===== src/rtl/pipe_stage_hs.sv =====
// Valid/ready pipeline stage with a two-entry skid buffer and flush.
// Carries a payload plus an rd forwarding tap qualified by out_valid.
module pipe_stage_hs #(
  parameter int unsigned DW = 64,
  parameter logic [DW-1:0] RESET_VAL = '0,
  parameter int unsigned IDX_W = 5,
  parameter int unsigned XLEN = 32
) (
  input  logic             clk,
  input  logic             rst,
  input  logic             flush,
  input  logic             in_valid,
  output logic             in_ready,
  input  logic [DW-1:0]    in_data,
  input  logic             in_rd_en,
  input  logic [IDX_W-1:0] in_rd_idx,
  input  logic [XLEN-1:0]  in_rd_wdata,
  output logic             out_valid,
  input  logic             out_ready,
  output logic [DW-1:0]    out_data,
  output logic             out_rd_en,
  output logic [IDX_W-1:0] out_rd_idx,
  output logic [XLEN-1:0]  out_rd_wdata,
  output logic [1:0]       occupancy
);

  localparam logic [1:0] S_EMPTY = 2'd0;
  localparam logic [1:0] S_ONE   = 2'd1;
  localparam logic [1:0] S_FULL  = 2'd2;

  typedef struct packed {
    logic [DW-1:0]    data;
    logic             rd_en;
    logic [IDX_W-1:0] rd_idx;
    logic [XLEN-1:0]  rd_wdata;
  } beat_t;

  logic [1:0] state;
  logic [1:0] state_nxt;
  beat_t      main_q;
  beat_t      skid_q;
  beat_t      in_beat;
  logic       push;
  logic       pop;
  logic       main_ld_in;
  logic       main_ld_skid;
  logic       skid_ld;

  assign in_beat.data     = in_data;
  assign in_beat.rd_en    = in_rd_en;
  assign in_beat.rd_idx   = in_rd_idx;
  assign in_beat.rd_wdata = in_rd_wdata;

  // in_ready never looks at out_ready: no combinational path upstream
  assign in_ready  = (state != S_FULL) & ~flush & ~rst;
  assign out_valid = (state != S_EMPTY);
  assign push      = in_valid & in_ready;
  assign pop       = out_valid & out_ready;

  assign out_data     = main_q.data;
  assign out_rd_en    = main_q.rd_en & out_valid;
  assign out_rd_idx   = main_q.rd_idx;
  assign out_rd_wdata = main_q.rd_wdata;
  assign occupancy    = state;

  always_comb begin
    state_nxt    = state;
    main_ld_in   = 1'b0;
    main_ld_skid = 1'b0;
    skid_ld      = 1'b0;
    if (flush) begin
      state_nxt = S_EMPTY;
    end else begin
      unique case (state)
        S_EMPTY: begin
          if (push) begin
            state_nxt  = S_ONE;
            main_ld_in = 1'b1;
          end
        end
        S_ONE: begin
          if (push && pop) begin
            main_ld_in = 1'b1;
          end else if (push) begin
            state_nxt = S_FULL;
            skid_ld   = 1'b1;
          end else if (pop) begin
            state_nxt = S_EMPTY;
          end
        end
        S_FULL: begin
          if (pop) begin
            state_nxt    = S_ONE;
            main_ld_skid = 1'b1;
          end
        end
        default: state_nxt = S_EMPTY;
      endcase
    end
  end

  always_ff @(posedge clk) begin
    if (rst) begin
      state           <= S_EMPTY;
      main_q.data     <= RESET_VAL;
      main_q.rd_en    <= 1'b0;
      main_q.rd_idx   <= '0;
      main_q.rd_wdata <= '0;
      skid_q          <= '0;
    end else begin
      state <= state_nxt;
      if (main_ld_in) begin
        main_q <= in_beat;
      end else if (main_ld_skid) begin
        main_q <= skid_q;
      end
      if (skid_ld) begin
        skid_q <= in_beat;
      end
    end
  end

endmodule


===== config.mk =====
export PLATFORM = sky130hd
export DESIGN_NAME = pipe_stage_hs
export DESIGN_NICKNAME = d
export VERILOG_FILES = /design/src/rtl/pipe_stage_hs.sv
export SDC_FILE = /design/constraint.sdc
export NUM_CORES = 1
export LEC_CHECK = 0
export BUFFER_PORTS_ARGS = -buffer_cell sky130_fd_sc_hd__buf_2
export CAP_MARGIN = 15
export CORE_MARGIN = 1
export CORE_UTILIZATION = 55
export DETAILED_ROUTE_END_ITERATION = 8
export PLACE_DENSITY = 0.8
export SLEW_MARGIN = 20
export SYNTH_ARGS = -nofsm -noshare
export SYNTH_HDL_FRONTEND = slang
export SYNTH_SLANG_ARGS = --single-unit

===== constraint.sdc =====
create_clock -name clk -period 2.5 [get_ports clk]
set_clock_uncertainty 0.05 [all_clocks]
set_input_delay 0.125 -clock clk [delete_from_list [all_inputs] [get_ports clk]]
set_output_delay 0.125 -clock clk [all_outputs]
set_load 0.005 [all_outputs]

# After elaboration in Yosys (flattened, before gate mapping)
# Cells that the tools add are included.
[classes]
n_bitwise = 7
reduce_logical = 6
mux = 18
eq_ne = 7
[op_table]
columns = ["cell", "n"]
rows = [
  ["102-bit 2-to-1 mux", 2],
  ["2-bit 2-to-1 mux", 5],
  ["1-bit 2-to-1 mux", 9],
  ["2-bit != test (second input constant)", 4],
  ["2-bit case mux with 3 select lines", 1],
  ["1-bit AND", 5],
  ["4-bit AND reduction", 1],
  ["2-bit nonzero test", 2],
  ["3-bit != test (second input constant)", 1],
  ["2-bit by 1-bit equality test with 1-bit output (second input constant)", 1],
  ["2-bit equality test (second input constant)", 1],
  ["2-bit zero test", 1],
  ["1-bit inverter", 2],
  ["1-bit case mux with 2 select lines", 1],
  ["2-bit OR reduction", 1],
  ["1-bit logical AND", 1],
]
[word_totals]
ff_bits = 206
elab_cells = 47
output_inout_bits = 106

# Logic depth before layout (Yosys ltp)
# Gate-level depths: netlist of run 1.
[logic_depth]
ltp_word = 9
ltp_mapped = 8
depth_no_buf = 3

# Worst setup path before layout of run 1
# No wires, ideal clock.
[synth_path]
path_kind = "flip-flop to flip-flop"
startpoint = "register state[1] (netlist: occupancy[1])"
endpoint = "register main_q (netlist bit out_data[0])"
required_time_ns = 2.318
synth_period_minus_slack_ns = 1.890
stages_incl_launch_ff = 9
path_buffers = 5
path_slack_ns = 0.610
t_arrival_ns = 1.707
setup_ns = 0.132
cell_sequence = "dfxtp_1 > buf_6 > or4b_1 > buf_2 > buf_6 > buf_6 > buf_6 > o211ai_2 > a21oi_1"
[synth_between]
elab_chain_len = 9
elab_cells_between_ends = 19
cone_classes = "eq/ne (3); mux (8); bitwise (4); reduce/logical (4)"
[synth_rtl]
columns = ["item", "line", "source"]
rows = [
  ["start, declared", "38", "logic [1:0] state;"],
  ["start signal, assigned", "111", "state <= state_nxt;"],
  ["2-bit != test", "55", "assign in_ready = (state != S_FULL) & ~flush & ~rst;"],
  ["1-bit AND (2 in series)", "55", ""],
  ["1-bit AND", "57", "assign push = in_valid & in_ready;"],
  ["1-bit logical AND", "82", "if (push && pop) begin"],
  ["1-bit 2-to-1 mux", "82", ""],
  ["1-bit case mux with 2 select lines", "74", "unique case (state)"],
  ["1-bit 2-to-1 mux", "71", "if (flush) begin"],
  ["102-bit 2-to-1 mux / 2-bit nonzero test (equally long branches)", "n/a", ""],
  ["end signal, assigned", "113", "main_q <= in_beat;"],
  ["end signal, assigned", "115", "main_q <= skid_q;"],
  ["end, declared", "40", "beat_t main_q;"],
]
# Parallel ways exist; a longest one is shown, timed or not.
# A chain may end at the register's enable or synchronous reset.

# Worst setup path in the final report of run 1
[layout_path]
startpoint = "register state[1] (netlist: occupancy[1])"
endpoint = "register skid_q[80] in the netlist's numbering"
[layout_between]
elab_chain_len = 8
elab_cells_between_ends = 12
cone_classes = "eq/ne (2); mux (4); bitwise (4); reduce/logical (2)"
[layout_rtl]
columns = ["item", "line", "source"]
rows = [
  ["2-bit != test", "55", ""],
  ["1-bit AND (2 in series)", "55", ""],
  ["1-bit AND", "57", ""],
  ["1-bit 2-to-1 mux / 1-bit logical AND (equally long branches)", "84, 82", ""],
  ["1-bit 2-to-1 mux", "82", ""],
  ["1-bit 2-to-1 mux (*)", "74", ""],
  ["1-bit 2-to-1 mux (*)", "71", ""],
  ["end signal, assigned", "118", "skid_q <= in_beat;"],
  ["end, declared", "41", "beat_t skid_q;"],
]
# Every way passes the cells marked *; elsewhere a longest branch is shown, timed or not.

==> Implementation_results.wiki, run 1 <==
{| class="wikitable"
! Metric !! Value
|-
| Largest net degree at the start of global routing || 208
|-
| Clock net sink count || 206
|-
| Worst ir drop on vdd || 0.610 mV
|-
| Per-cell via count in the routed design || 6.25
|-
| Xor-xnor portion of the synthesized cell area || 0%
|-
| Diodes inserted || 0
|-
| Synthesized Nets || 1182
|-
| Total number of vias || 8923
|-
| Dominant combinational cell family by area after synthesis || compound AO/OA/AOI/OAI gates
|-
| Drt initial violations || 778
|-
| Routing usage on met2 || 43.8%
|-
| Synth top area cells || sky130_fd_sc_hd__dfxtp_1 43%, sky130_fd_sc_hd__a21oi_1 11%, sky130_fd_sc_hd__a32oi_1 9.3%, sky130_fd_sc_hd__buf_4 7.9%, sky130_fd_sc_hd__o211ai_2 7.5%
|-
| Number of library cell types mapped by synthesis || 28
|-
| List of cells traversed by the critical path || or4b_4 -> buf_12 -> o21ai_0 -> a21oi_1
|-
| Critical Path Sink Type || flop
|-
| Share of power burned in the clock network || 44.0%
|-
| Cell Pwr Density || 622 nW/um2
|-
| Number of gates resized after CTS || 0
|-
| Filler cell count in the final layout || 1283
|-
| Std-Cell Core Area || 16800 um2
|-
| Leading cell types by count after synthesis || 206 x sky130_fd_sc_hd__a21oi_1, 206 x sky130_fd_sc_hd__dfxtp_1, 102 x sky130_fd_sc_hd__a32oi_1, 102 x sky130_fd_sc_hd__nand3_1, 101 x sky130_fd_sc_hd__buf_4
|-
| Average detailed-routed wire length per instance || 17.8 um
|-
| DIE HEIGHT || 134 um
|-
| Global-route wire length before repair || 40200 um
|-
| Most used routing layer in global routing || met2
|-
| Drt drc || 0
|-
| Delay of the slowest critical-path stage || 790 ps
|-
| Setup Total Neg Slack || 0 ps
|-
| Internal Pwr Total || 0.00559 W
|-
| Critical path data arrival time || 2470 ps
|-
| Critical path peak fanout || 98
|-
| Met3 demand-to-capacity share in global routing || 4.61%
|-
| Cell count along the critical path || 4
|-
| Area of all placed cells without fillers || 11700 um2
|-
| GRT overflow || 0
|-
| Die area || 18000 um2
|-
| TritonCTS clock tree || done
|-
| F_max || 456 MHz
|-
| Gate family responsible for the most delay along the worst path || simple AND/OR/NAND/NOR gates
|-
| Total of endpoints with negative setup slack in the final report || 0
|-
| Setup repair after global routing missed its margin || no
|-
| Proportion of total power due to net switching || 23.1%
|-
| Hold depth || 4
|-
| Simple-gate share of the synthesized area || 6.50%
|-
| Number of global-route vias before repair || 8157
|-
| Final count of hold timing violations || 0
|-
| Number of instances in the synthesized netlist || 1075
|-
| Area growth syn-to-layout || 21.5%
|-
| CTS buffer count || 22
|-
| Part of the power in combinational logic || 9.4%
|-
| Met1 GRT Util || 35.3%
|-
| Area share of fa/ha/maj cells after synthesis || 0%
|-
| Horiz. Die Dim || 134 um
|-
| Crit path time final || 2190 ps
|-
| Worst min-delay path category || input pin to flop
|-
| Initial antenna violation count || 0
|-
| Post-synthesis sequential element count || 206
|-
| Outcome || complete, no violations
|-
| Crit path launch type || flop
|-
| Count of nets left with antenna violations after detail routing || 0
|-
| Worst-skew pair later-pin latency || 500 ps
|-
| Final Cycle Share || 87.8%
|-
| Max_slew headroom || 29.5%
|-
| Data required time at the worst endpoint || 2780 ps
|-
| Avg Inst Size Synth || 8.95 um2
|-
| Placed wire-length estimate after detailed placement || 13000 um
|-
| Share of final-layout standard cells stronger than drive strength 1 || 26.9%
|-
| Leakage power figure || 4.11 nW
|-
| Aggregate global-route resource usage || 26.6%
|-
| Cell accounting for the most synthesized area || sky130_fd_sc_hd__dfxtp_1
|-
| Number of core rows || 47
|-
| Ports || 213
|-
| Syn Std Cell Area || 9620 um2
|-
| R2R depth || 4
|-
| Type of the worst setup path || flop to flop
|-
| Clock Tree Buf Depth || 3
|-
| Share of flip-flops with an asynchronous set or reset || 0%
|-
| Cell Area, Placed || 9920 um2
|-
| Number of I/O port buffers || 212
|-
| Count of pins over their slew limit || 0
|-
| Routed WL || 25400 um
|-
| Area share of the leading cell type in the synthesized netlist || 42.9%
|-
| Number of levels in the clock H-tree || 1
|-
| Post-CTS setup repair buffer count || 0
|-
| Count of hold buffers inserted by post-cts repair || 105
|-
| Slew at the pin closest to its max-slew limit || 1060 ps
|-
| Bufs and invs on worst path || 1
|-
| Multiplexer share of the synthesized area || 0.104%
|-
| Slowest stage cell, crit path || sky130_fd_sc_hd__or4b_4
|-
| EDFF count, synth || 0
|-
| Share of total power in sequential cells || 46.6%
|-
| Switching power summed over all nets || 0.00168 W
|-
| Root Buffer Master || sky130_fd_sc_hd__clkbuf_16
|-
| Final weighted congestion in routability-driven placement || 0.768
|-
| Starting Density || 57.2%
|-
| Most common flop cell mapped by yosys || sky130_fd_sc_hd__dfxtp_1
|-
| Final net count || 1301
|-
| Clock Pin Slew Worst Setup and Hold Paths || 60 ps
|-
| Area fraction in compound gates after synthesis || 36.4%
|-
| Detailed Routing Iterations Pass 1 || 8
|-
| Maximum capacitance violations || 0
|-
| Share of synthesized area occupied by flip-flops and latches || 42.9%
|-
| Warnings, synthesis || 0
|}
==> worst paths after layout <==
check | start | end | slack, ps
worst max-delay path | occupancy[1] | skid_q[80] | 310
worst min register to register | skid_q[101] | skid_q[101] | 420
worst min-delay path | out_ready | occupancy[0] | 100
worst max register to register | occupancy[1] | skid_q[80] | 310
==> layer usage <==
| metal | up-vias | part of all wire (%) |
|---|---|---|
| met4 | 0 | 2.6 |
| li1 | 4199 | - |
| met1 | 4303 | 42 |
| met5 | - | 0 |
| met3 | 54 | 6.8 |
| met2 | 367 | 48 |
==> cells in the final DEF, fill, tap and decap left out, types with 6 or more instances in the layout <==
| cell type | instances |
|---|---|
| sky130_fd_sc_hd__dlygate4sd3_1 | 105 |
| sky130_fd_sc_hd__buf_2 | 211 |
| sky130_fd_sc_hd__o211ai_1 | 44 |
| sky130_fd_sc_hd__clkbuf_16 | 23 |
| sky130_fd_sc_hd__clkbuf_1 | 6 |
| sky130_fd_sc_hd__nand3_1 | 102 |
| sky130_fd_sc_hd__dfxtp_1 | 206 |
| sky130_fd_sc_hd__o211ai_2 | 58 |
| sky130_fd_sc_hd__a32oi_1 | 102 |
| sky130_fd_sc_hd__a21oi_1 | 206 |
| sky130_fd_sc_hd__o21ai_0 | 100 |
| sky130_fd_sc_hd__buf_12 | 12 |
==> sequential cells by signal, summed over array words and instances, names as in the netlist <==
name	cells
skid_q	102
out_data	64
out_rd_wdata	32
out_rd_idx	5
occupancy	2
main_q	1
==> power groups by stage <==
stage	clock (W)	sequential (W)	combinational, W
6_report	0.00320	0.00339	0.000685
5_1_grt	0.00338	0.00339	0.000735
4_1_cts	0.00326	0.00339	0.000672
3_5_place_dp	0	0.00346	0.000542
3_3_place_gp	0	0.00346	0.000536
2_1_floorplan	0	0.00345	0.000381
==> worst reg2reg max path, stage by stage (launching register included) <==
cell and delay (ps):
sky130_fd_sc_hd__dfxtp_1 430, sky130_fd_sc_hd__or4b_4 800, sky130_fd_sc_hd__buf_12 310, sky130_fd_sc_hd__o21ai_0 320, sky130_fd_sc_hd__a21oi_1 110
==> kinds of logic (layout without fill, tap and decap cells) <==
| logic type | Yosys count | in the layout |
|---|---|---|
| compound gates | 513 | 513 |
| buf+inv | 237 | 370 |
| flops | 206 | 206 |
| simple gates | 118 | 118 |
| mux | 1 | 1 |
==> final cells by class <==
type	instances	area [um2]	share of cell area (%)
clock inverters	4	47.5	0.407
repair buffers	332	2380	20.4
multi-input cells	632	4190	35.9
flip-flops and latches	206	4120	35.3
well taps	220	275	2.36
clock buffers	34	667	5.71
==> metrics by stage <==
step	total power, W	instances	util, %	hold WS, ps	setup slack, ps
5_1_grt	0.00751	1428	69.5	116	186
6_report	0.00727	1428	69.5	101	306
3_5_place_dp	0.00400	1285	59.0	346	389
4_1_cts	0.00732	1428	69.5	85.1	356
2_1_floorplan	0.00383	1075	-	152	610
3_3_place_gp	0.00399	1285	59.0	339	445
(Power assumes the default switching activity.)
==> run 2: changes to the inputs <==
--- a/config.mk
+++ b/config.mk
@@ -10,7 +10,7 @@
 export CORE_MARGIN = 1
 export CORE_UTILIZATION = 55
 export DETAILED_ROUTE_END_ITERATION = 8
-export PLACE_DENSITY = 0.8
+export PLACE_DENSITY = 0.81
 export SLEW_MARGIN = 20
 export SYNTH_ARGS = -nofsm -noshare
 export SYNTH_HDL_FRONTEND = slang
==> run 2 against run 1 <==
Compared with the run above: largest cell class unchanged; first-iteration DRC count increased by 4.4%; register-to-register slack got worse by 240 ps; worst hold slack better by 300 ps; the flow now finishes with violations (negative setup slack); critical path depth up 3; combinational power hardly changed; critical path type is now input pin to flop.
==> Implementation_results.wiki, run 2 (synthesis gave the netlist of run 1 again) <==
{| class="wikitable"
! Metric !! Value
|-
| Outcome || finished, violations left (was complete, no violations)
|-
| Failing checks || negative setup slack
|-
| Area growth syn-to-layout || 22.9% (was 21.5%)
|-
| Setup repair after global routing missed its margin || yes (was no)
|-
| Area of all placed cells without fillers || 11800 um2 (was 11700 um2)
|-
| CTS buffer count || 22 (unchanged)
|-
| Worst-skew pair later-pin latency || 490 ps (was 500 ps)
|-
| Leakage power figure || 4.20 nW (was 4.11 nW)
|-
| Drt initial violations || 812 (was 778)
|-
| Utilization after layout || 70.3% (was 69.5%)
|-
| Non-filler cells in the finished layout || 1447 (was 1428)
|-
| Global-route wire length before repair || 41800 um (was 40200 um)
|-
| Type of the worst setup path || input pin to flop (was flop to flop)
|-
| Proportion of total power due to net switching || 23.1% (about the same)
|-
| Number of core rows || 47 (unchanged)
|-
| Final Cycle Share || 100% (was 87.8%)
|-
| Placed Cells || 1287 (was 1285)
|-
| R2R depth || 5 (was 4)
|-
| Largest net degree at the start of global routing || 151 (was 208)
|-
| Most frequent standard cell in the layout excluding fill and tap cells || sky130_fd_sc_hd__buf_2 (unchanged)
|-
| Hold depth || 4 (unchanged)
|-
| Aggregate global-route resource usage || 27.7% (was 26.6%)
|-
| Critical path data arrival time || 2830 ps (was 2470 ps)
|-
| Number of global-route vias before repair || 8466 (was 8157)
|-
| Critical path peak fanout || 131 (was 98)
|-
| Clock Tree Buf Depth || 3 (unchanged)
|-
| Total number of vias || 9033 (was 8923)
|-
| Clock net sink count || 206 (unchanged)
|-
| Internal Pwr Total || 0.00563 W (was 0.00559 W)
|-
| Area of the multi-input gates || 4190 um2 (unchanged)
|-
| Most used cells in the layout excluding fill and tap cells || 211 x sky130_fd_sc_hd__buf_2, 206 x sky130_fd_sc_hd__a21oi_1, 205 x sky130_fd_sc_hd__dfxtp_1, 121 x sky130_fd_sc_hd__dlygate4sd3_1 (was 211 x sky130_fd_sc_hd__buf_2, 206 x sky130_fd_sc_hd__a21oi_1, 206 x sky130_fd_sc_hd__dfxtp_1, 105 x sky130_fd_sc_hd__dlygate4sd3_1)
|-
| Number of I/O port buffers || 212 (unchanged)
|-
| Share of power burned in the clock network || 44.3% (was 44.0%)
|-
| GRT overflow || 0 (unchanged)
|-
| Max_slew headroom || 42.9% (was 29.5%)
|-
| Per-cell via count in the routed design || 6.24 (was 6.25)
|-
| Crit path launch type || input pin (was flop)
|-
| Initial antenna violation count || 0 (unchanged)
|-
| Starting Density || 57.2% (unchanged)
|-
| Count of nets left with antenna violations after detail routing || 0 (unchanged)
|-
| Maximum capacitance violations || 0 (unchanged)
|-
| Worst ir drop on vdd || 0.756 mV (was 0.610 mV)
|-
| Final weighted congestion in routability-driven placement || 0.732 (was 0.768)
|-
| Count of pins over their slew limit || 0 (unchanged)
|-
| Total of endpoints with negative setup slack in the final report || 1 (was 0)
|-
| Placed wire-length estimate after detailed placement || 12900 um (was 13000 um)
|-
| Slew at the pin closest to its max-slew limit || 857 ps (was 1060 ps)
|-
| Final count of hold timing violations || 0 (unchanged)
|-
| Clock Pin Slew Worst Setup and Hold Paths || 60 ps (about the same)
|-
| Root Buffer Master || sky130_fd_sc_hd__clkbuf_16 (unchanged)
|-
| Pre-CTS setup slack || 426 ps (was 389 ps)
|-
| Worst min-delay path category || input pin to flop (unchanged)
|-
| Detailed Routing Iterations Pass 1 || 7 (was 8)
|-
| F_max || 400 MHz (was 456 MHz)
|-
| Share of total power in sequential cells || 46.3% (was 46.6%)
|-
| Cell Pwr Density || 619 nW/um2 (was 622 nW/um2)
|-
| Average detailed-routed wire length per instance || 18.1 um (was 17.8 um)
|-
| Crit path time final || 2500 ps (was 2190 ps)
|-
| Worst Slack Setup Final || -2.56 ps (was 306 ps)
|-
| Cell Area, Placed || 9890 um2 (was 9920 um2)
|-
| Share of final-layout standard cells stronger than drive strength 1 || 26.7% (was 26.9%)
|-
| Number of levels in the clock H-tree || 1 (unchanged)
|-
| Setup Total Neg Slack || -2.56 ps (was 0 ps)
|-
| Filler cell count in the final layout || 1286 (was 1283)
|-
| Most flop-heavy register || skid_q (unchanged)
|-
| Std-Cell Core Area || 16800 um2 (unchanged)
|-
| Critical Path Sink Type || flop (unchanged)
|-
| Data required time at the worst endpoint || 2830 ps (was 2780 ps)
|-
| DIE HEIGHT || 134 um (unchanged)
|-
| Final net count || 1319 (was 1301)
|-
| Routed WL || 26300 um (was 25400 um)
|-
| TritonCTS clock tree || done (unchanged)
|-
| Flip-flop count of the largest register, all copies and words added || 102 (unchanged)
|-
| Diodes inserted || 0 (unchanged)
|-
| Die area || 18000 um2 (unchanged)
|-
| FF+latch area || 4130 um2 (was 4120 um2)
|-
| Ports || 213 (unchanged)
|-
| Horiz. Die Dim || 134 um (unchanged)
|-
| Part of the power in combinational logic || 9.4% (about the same)
|-
| Drt drc || 0 (unchanged)
|-
| Switching power summed over all nets || 0.00169 W (was 0.00168 W)
|}
## run 2: cell count changes in the layout (fill, tap and decap cells not counted)
cell	delta
sky130_fd_sc_hd__dfxtp_1	-1
sky130_fd_sc_hd__o21ai_0	-7
sky130_fd_sc_hd__dfxtp_2	+1
sky130_fd_sc_hd__dlygate4sd3_1	+16
sky130_fd_sc_hd__o21ai_1	+7
sky130_fd_sc_hd__buf_4	+6
sky130_fd_sc_hd__clkinv_2	-1
sky130_fd_sc_hd__buf_12	-4
sky130_fd_sc_hd__clkbuf_8	+1
sky130_fd_sc_hd__clkbuf_1	+1
## run 2: power by group through the flow
stage,Combinational [W],Clock (W),Sequential (W)
final,0.000688,0.00324,0.00339
after global routing,0.000734,0.00344,0.00339
after CTS,0.000667,0.00330,0.00339
after detailed placement,0.000534,0,0.00346
after global placement,0.000530,0,0.00345
after floorplan,0.000381,0,0.00345
## run 2: final cells by class
| cell class | count | area share (%) |
|---|---|---|
| Clock buffer | 36 | 5.79 |
| Multi-Input combinational cell | 632 | 35.5 |
| Sequential cell | 206 | 34.9 |
| Timing Repair Buffer | 350 | 21.2 |
| Tap cell | 220 | 2.33 |
| Clock inverter | 3 | 0.360 |
## run 2: path summary, 6_finish.rpt
| kind | start | to | slack [ps] |
|---|---|---|---|
| worst max-delay path | rst | skid_q[49] | -3 |
| worst max register to register | occupancy[1] | skid_q[49] | 70 |
| worst min register to register | skid_q[16] | skid_q[16] | 420 |
| worst min-delay path | in_data[58] | skid_q[96] | 400 |
## run 2: what timing repair did
action                     CTS  global route
resized for setup            0             8
setup endpoints to repair    0            11
hold buffers               121             0
buffers inserted             0             0
hold endpoints to repair   206             0
## run 2: routing by layer
metal  vias to the layer above  share of wire (%)  wire length (um)  track usage [%]
met5                         -                  0                 0                0
met2                       435                 49             12700             46.6
met4                         0                3.5               928             11.4
met1                      4275                 41             10800             35.2
met3                        74                6.8              1780             4.76
li1                       4249                  -                 -                -
## run 2: metrics by stage
stage	total power, W	hold WS, ps
final	0.00732	398
after global routing	0.00757	400
after CTS	0.00735	374
after detailed placement	0.00399	347
after global placement	0.00399	340
after floorplan	0.00383	152
## run 2: critical path, cell delays in order
cell and delay, ps:
sky130_fd_sc_hd__dlygate4sd3_1 550, sky130_fd_sc_hd__buf_6 240, sky130_fd_sc_hd__or4b_4 580, sky130_fd_sc_hd__buf_12 230
sky130_fd_sc_hd__o21ai_0 320, sky130_fd_sc_hd__a21oi_1 100, sky130_fd_sc_hd__dlygate4sd3_1 580
